--- src/rtl/exp_envelope_pkg.sv ---
// exp_envelope_pkg: shared types, width helpers and decay-table generator for exp_envelope_mc
package exp_envelope_pkg;

    typedef enum logic [1:0] {IDLE, DECAY, DONE} state_t;

    function automatic int ch_width(input int n);
        return (n > 1) ? $clog2(n) : 1;
    endfunction

    function automatic int idx_width(input int n);
        return (n > 1) ? $clog2(n) : 1;
    endfunction

    // coef[0] is just below unity, each following entry is the previous one scaled by num/256
    function automatic int exp_coef(input int k, input int coef_w, input int num);
        longint c;
        c = (longint'(1) << coef_w) - 1;
        for (int i = 0; i < k; i++)
            c = (c * num) / 256;
        return int'(c);
    endfunction

endpackage

--- src/rtl/exp_coef_rom.sv ---
// exp_coef_rom: decay coefficient table with one-cycle registered read
module exp_coef_rom import exp_envelope_pkg::*; #(
    parameter int COEF_W = 10,
    parameter int STEPS = 64,
    parameter int DECAY_NUM = 248,
    localparam int IDX_W = idx_width(STEPS)
) (
    input  logic              clk,
    input  logic              en,
    input  logic [IDX_W-1:0]  addr,
    output logic [COEF_W-1:0] coef
);

    logic [COEF_W-1:0] rom [STEPS];

    for (genvar k = 0; k < STEPS; k++) begin : g_rom
        assign rom[k] = COEF_W'(exp_coef(k, COEF_W, DECAY_NUM));
    end

    always_ff @(posedge clk)
        if (en) coef <= rom[addr];

endmodule

--- src/rtl/exp_envelope_mc.sv ---
// exp_envelope_mc: per-channel note-triggered exponential decay applied to a
// channel-tagged sample stream, two-stage pipeline with valid/ready backpressure
module exp_envelope_mc import exp_envelope_pkg::*; #(
    parameter int SAMPLE_W = 16,
    parameter int COEF_W = 10,
    parameter int CHANNELS = 4,
    parameter int STEPS = 64,
    parameter int DUR_W = 6,
    parameter int STEP_SHIFT = 4,
    parameter int DECAY_NUM = 248,
    localparam int CH_W = ch_width(CHANNELS),
    localparam int IDX_W = idx_width(STEPS)
) (
    input  logic                       clk,
    input  logic                       reset,
    input  logic [CHANNELS-1:0]        note_start,
    input  logic [DUR_W-1:0]           duration,
    input  logic                       in_valid,
    output logic                       in_ready,
    input  logic [CH_W-1:0]            in_chan,
    input  logic signed [SAMPLE_W-1:0] in_sample,
    output logic                       out_valid,
    input  logic                       out_ready,
    output logic [CH_W-1:0]            out_chan,
    output logic signed [SAMPLE_W-1:0] out_sample,
    output logic [CHANNELS-1:0]        active
);

    localparam int CNT_W = DUR_W + STEP_SHIFT;

    state_t             st   [CHANNELS];
    logic [IDX_W-1:0]   step [CHANNELS];
    logic [CNT_W-1:0]   cnt  [CHANNELS];
    logic [DUR_W-1:0]   dur  [CHANNELS];

    logic                       stall, acc, hit, live, v1, live1;
    logic [CHANNELS-1:0]        sel;
    logic [CH_W-1:0]            ch1;
    logic signed [SAMPLE_W-1:0] smp1;
    logic [IDX_W-1:0]           rom_addr;
    logic [COEF_W-1:0]          coef, coef_eff;
    logic signed [COEF_W+SAMPLE_W:0] prod;

    assign stall = out_valid && !out_ready;
    assign in_ready = !stall;
    assign acc = in_valid && in_ready;
    assign hit = int'(in_chan) < CHANNELS;
    // coefficient comes from the pre-update state; a same-cycle trigger forces step 0
    assign live = hit && (note_start[in_chan] || st[in_chan] == DECAY);
    assign rom_addr = (hit && !note_start[in_chan]) ? step[in_chan] : '0;
    assign coef_eff = live1 ? coef : '0;
    assign prod = $signed({1'b0, coef_eff}) * smp1;

    always_comb begin
        sel = '0;
        if (acc && hit) sel[in_chan] = 1'b1;
    end

    for (genvar c = 0; c < CHANNELS; c++) begin : g_act
        assign active[c] = st[c] == DECAY;
    end

    exp_coef_rom #(.COEF_W(COEF_W), .STEPS(STEPS), .DECAY_NUM(DECAY_NUM)) u_rom (
        .clk(clk),
        .en(!stall),
        .addr(rom_addr),
        .coef(coef)
    );

    // period-1 is the latched duration followed by STEP_SHIFT ones
    always_ff @(posedge clk) begin
        for (int c = 0; c < CHANNELS; c++) begin
            if (reset) begin
                st[c] <= IDLE;
                step[c] <= '0;
                cnt[c] <= '0;
                dur[c] <= '0;
            end else if (note_start[c]) begin
                st[c] <= DECAY;
                step[c] <= '0;
                dur[c] <= duration;
                cnt[c] <= CNT_W'(sel[c]);
            end else if (sel[c] && st[c] == DECAY) begin
                if (cnt[c] == {dur[c], {STEP_SHIFT{1'b1}}}) begin
                    cnt[c] <= '0;
                    if (step[c] == IDX_W'(STEPS - 1)) st[c] <= DONE;
                    else step[c] <= step[c] + 1'b1;
                end else begin
                    cnt[c] <= cnt[c] + 1'b1;
                end
            end
        end
    end

    always_ff @(posedge clk) begin
        if (reset) begin
            v1 <= 1'b0;
            live1 <= 1'b0;
            ch1 <= '0;
            smp1 <= '0;
            out_valid <= 1'b0;
            out_chan <= '0;
            out_sample <= '0;
        end else if (!stall) begin
            v1 <= acc;
            live1 <= live;
            ch1 <= in_chan;
            smp1 <= in_sample;
            out_valid <= v1;
            out_chan <= ch1;
            out_sample <= SAMPLE_W'(prod >>> COEF_W);
        end
    end

endmodule

--- config.mk ---
export PLATFORM = sky130hd
export DESIGN_NAME = exp_envelope_mc
export DESIGN_NICKNAME = d
export VERILOG_FILES = /design/src/rtl/exp_envelope_pkg.sv /design/src/rtl/exp_coef_rom.sv /design/src/rtl/exp_envelope_mc.sv
export SDC_FILE = /design/constraint.sdc
export NUM_CORES = 1
export LEC_CHECK = 0
export CAP_MARGIN = 10
export CORE_MARGIN = 2
export CORE_UTILIZATION = 55
export CTS_BUF_LIST = sky130_fd_sc_hd__clkbuf_8
export DETAILED_ROUTE_END_ITERATION = 10
export HOLD_SLACK_MARGIN = 0.12
export PLACE_DENSITY = 0.81
export SYNTH_ARGS = -nofsm -noshare
export SYNTH_HDL_FRONTEND = slang
export SYNTH_SLANG_ARGS = --single-unit
--- constraint.sdc ---
create_clock -name clk -period 7.27 [get_ports clk]
set_input_delay 1.0905 -clock clk [delete_from_list [all_inputs] [get_ports clk]]
set_output_delay 1.0905 -clock clk [all_outputs]
set_load 0.02 [all_outputs]
==> impl_results.md <==
- Outcome: finished, final reports clean
- Core footprint: between 20,000 and 25,000 um2
- Maximum clock frequency: ~0.16 GHz
- Endpoint type of the worst setup path: register
- Pin count of the biggest net entering global routing: 48
- CTS H-tree depth: 4
- Final setup slack of the worst path: 1070 ps
- Drt drc: 0
- GR Overflow Total: 0
- Clock tree from TritonCTS: done
- TritonCTS Buffers: 17
- Setup slack at placement: 1210 ps
- Share of flip-flops with an asynchronous set or reset: 0%
- Sequential area share after synthesis: 29.0%
- HPWL Detailed: 25.5 mm
- FF+latch count, synth: 145
- Number of setup violations in the final report: 0
- Leakage Power: 6.68 nW
- Area growth from synthesis to final layout: 8.62%
- Post-detailed-route via-to-cell ratio: 5.86
- Antenna Diode Count: 0
- Layout cells sized above 1: 5.06%
- Horizontal die dimension: 162 um
- MaxCap Viol Count: 0
- Nets: 1,716
- Post-CTS repair timing setup buffer count: 0
- Setup repair after global routing missed its margin: false
- Met2 capacity usage during global routing: between 40% and 50%
- Overall Power: 0.00300 W
- Design internal power: 0.00175 W
- Switching share of power: 41.6%
- Clock Skews: ~31 ps
- Ratio of final minimum period to clock period: 85.3%
- Final Critical Period: 6200 ps
- Critical Path Source Type: register
- Area share of the leading cell type in the synthesized netlist: 23.3%
- Maximum fanout along the worst path: 23
- Kind of critical path: reg -> reg
- I/O pin cnt: 56
- Number of DRC markers after the initial detailed-route iteration: 974
- Post-synthesis cell count: about 1,500
- Antenna-violating nets left: 0
- Count of hold buffers inserted by post-cts repair: 0
- Met3 Usage GRT: under 10%
- Clock root buffer: clkbuf_8
- Clk sinks: around 150
- Dominant cells by area after synthesis: edfxtp_1 (23%), fa_1 (21%), ha_1 (6.7%)
- Area of the mapped netlist: 13,700 um2
- Clk pin slew, worst setup/hold paths: approximately 110 ps
- Relative contribution of combinational cells to total power: 41.0%
- Number of distinct library cells after synthesis: 74
- Final count of hold timing violations: 0
- Sequential power share: 36.1%
- NetSw: about 0.0012 W
- Cell taking the most area after synthesis: edfxtp_1
- Worst min path class: reg -> reg
- Highest-utilization routing layer at the global route stage: met2
- Part of the power in the clock network: 22.9%
- Slew at the pin with the worst max-slew slack: 857 ps
- Area enclosed by the die boundary: between 20,000 and 30,000 um2
- Most frequent cells after synthesis: inv_1 (212), nand2_1 (164), fa_1 (141), edfxtp_1 (106), and3_1 (97)
- Worst endpoint data arrival time: ~6500 ps
- Final Wtd Congestion: 0.947
- Average routed wire per standard cell: between 15 and 20 um
- Clock latency at the later pin of the worst-skew pair: 470 ps
- Met1 demand-to-capacity share in global routing: 33.7%
- Initial antenna violation count: 0
- Most frequently used cell type in the post-synthesis netlist: inv_1
- Max-slew violation count: 0
- Required time of the worst setup path: roughly 7600 ps
- Count of vias placed by the detailed router: 10,600
- Iteration count of the initial detailed-routing pass: 6
- Syn_area_per_cell: 9.40 um2
- Number of global-route vias before repair: 10,800
- Net Count, Synth: 1,699
- Row cnt: 57
- Total wirelength of the detailed-routed design: between 30 and 40 mm
- Power Density: 202 nW/um2
- Bufs on Longest Clock Path: 2
- Number of resized instances in the post-cts repair step: 0
- Wire length of the first global-routing pass: 54.6 mm
- Dominant synthesized flop cell: edfxtp_1
- Starting density of the core: between 50% and 60%
- Setup TNS Final: 0 ps
- Count of flip-flops with a built-in enable after synthesis: ~110
- Worst supply voltage drop on vdd: 0.124 mV
- Gr usage total: 26.3%
- Number of warnings printed during yosys synthesis: 0
- Number of I/O port buffers: 55
- Normalized max-slew margin: a little over two fifths
- Hold slack: 456 ps
- Die height: 162 um
==> registers in the layout (all words and copies together), names as in the netlist, 2 cells and up <==
register,cells
dur,24
u_rom.coef,10
smp1,16
st,8
cnt,40
ch1,2
step,24
out_chan,2
out_sample,16
==> routing by layer <==
| metal | vias up | part of all wire (%) | routed length (um) |
|---|---|---|---|
| li1 | 4888 | - | - |
| met4 | 0 | 2.8 | 924 |
| met3 | 73 | 6.6 | 2170 |
| met5 | - | 0 | 0 |
| met1 | 5243 | 40 | 13400 |
| met2 | 394 | 50 | 16700 |
==> logic make-up after synthesis <==
family	Yosys count	share of synthesized area (%)
AND/OR/NAND/NOR	523	19.3
buffers and inverters	278	7.96
adder cells (fa/ha/maj)	214	27.4
AO/OA/AOI/OAI	192	8.98
flip-flops	145	29.0
XOR/XNOR	86	5.52
multiplexers	15	1.83
==> worst max-delay path, cell delays in order (launching register included) <==
cell and delay [ps]:
dfxtp_2 550, and2_1 520, nand2_1 170, fa_1 570, inv_1 60, fa_1 510
fa_1 460, fa_1 570, inv_1 60, fa_1 530, inv_1 40, ha_1 380
a21oi_1 240, o21ai_0 160, o211a_1 280, a2111oi_0 640, or4_1 220, o221ai_1 110
==> layout by cell type (no fill, tap or decap), types with 11 or more instances in the layout <==
| cell type | netlist | layout |
|---|---|---|
| xnor2_1 | 54 | 54 |
| nand2b_1 | 11 | 11 |
| nand2_1 | 164 | 164 |
| nand3_1 | 48 | 48 |
| clkbuf_8 | 0 | 17 |
| edfxtp_1 | 106 | 106 |
| and3_1 | 97 | 97 |
| and2_1 | 31 | 31 |
| fa_1 | 141 | 141 |
| a21oi_1 | 62 | 62 |
| o22ai_1 | 11 | 11 |
| ha_1 | 73 | 73 |
| o21ai_0 | 44 | 44 |
| dfxtp_1 | 39 | 38 |
| nor3_1 | 12 | 12 |
| clkdlybuf4s50_1 | 0 | 54 |
| inv_1 | 212 | 212 |
| xor2_1 | 32 | 32 |
| nor2_1 | 93 | 93 |
==> worst paths after layout <==
kind                                  to  slack (ps)                      from  cells after the start
max          out_sample[13]$_SDFFE_PP0N_        1070        live1$_SDFFE_PP0N_                     17
min             out_chan[0]$_SDFFE_PP0N_         460  out_chan[0]$_SDFFE_PP0N_                      2
max reg2reg  out_sample[13]$_SDFFE_PP0N_        1070        live1$_SDFFE_PP0N_                     17
min reg2reg     out_chan[0]$_SDFFE_PP0N_         460  out_chan[0]$_SDFFE_PP0N_                      2
==> power groups by stage <==
stage               Sequential (W)  Clock (W)  Combinational [W]
floorplan                  0.00110          0           0.000821
global placement           0.00110          0            0.00118
detailed placement         0.00110          0            0.00121
CTS                        0.00108   0.000696            0.00123
global route               0.00109   0.000732            0.00138
finish                     0.00108   0.000688            0.00123
==> cell type report <==
cell class                      instances  area, um2
Timing Repair Buffer                   64        613
Sequential cell                       145       3970
Tap cell                              324        405
Inverter                              212        796
Multi-Input combinational cell       1030       8610
Fill cell                            2007       9490
Clock buffer                           17        234
Clock inverter                         15        206
==> stage by stage <==
stage | instance area [um2] | util (%) | std cells
after CTS | 14800 | 61.0 | 1807
after floorplan | 13700 | - | 1453
after detailed placement | 14400 | 59.2 | 1775
after global placement | 14400 | 59.2 | 1775
final | 14800 | 61.0 | 1807
after global routing | 14800 | 61.0 | 1807
Note: power is estimated with default switching activity, not from simulation.
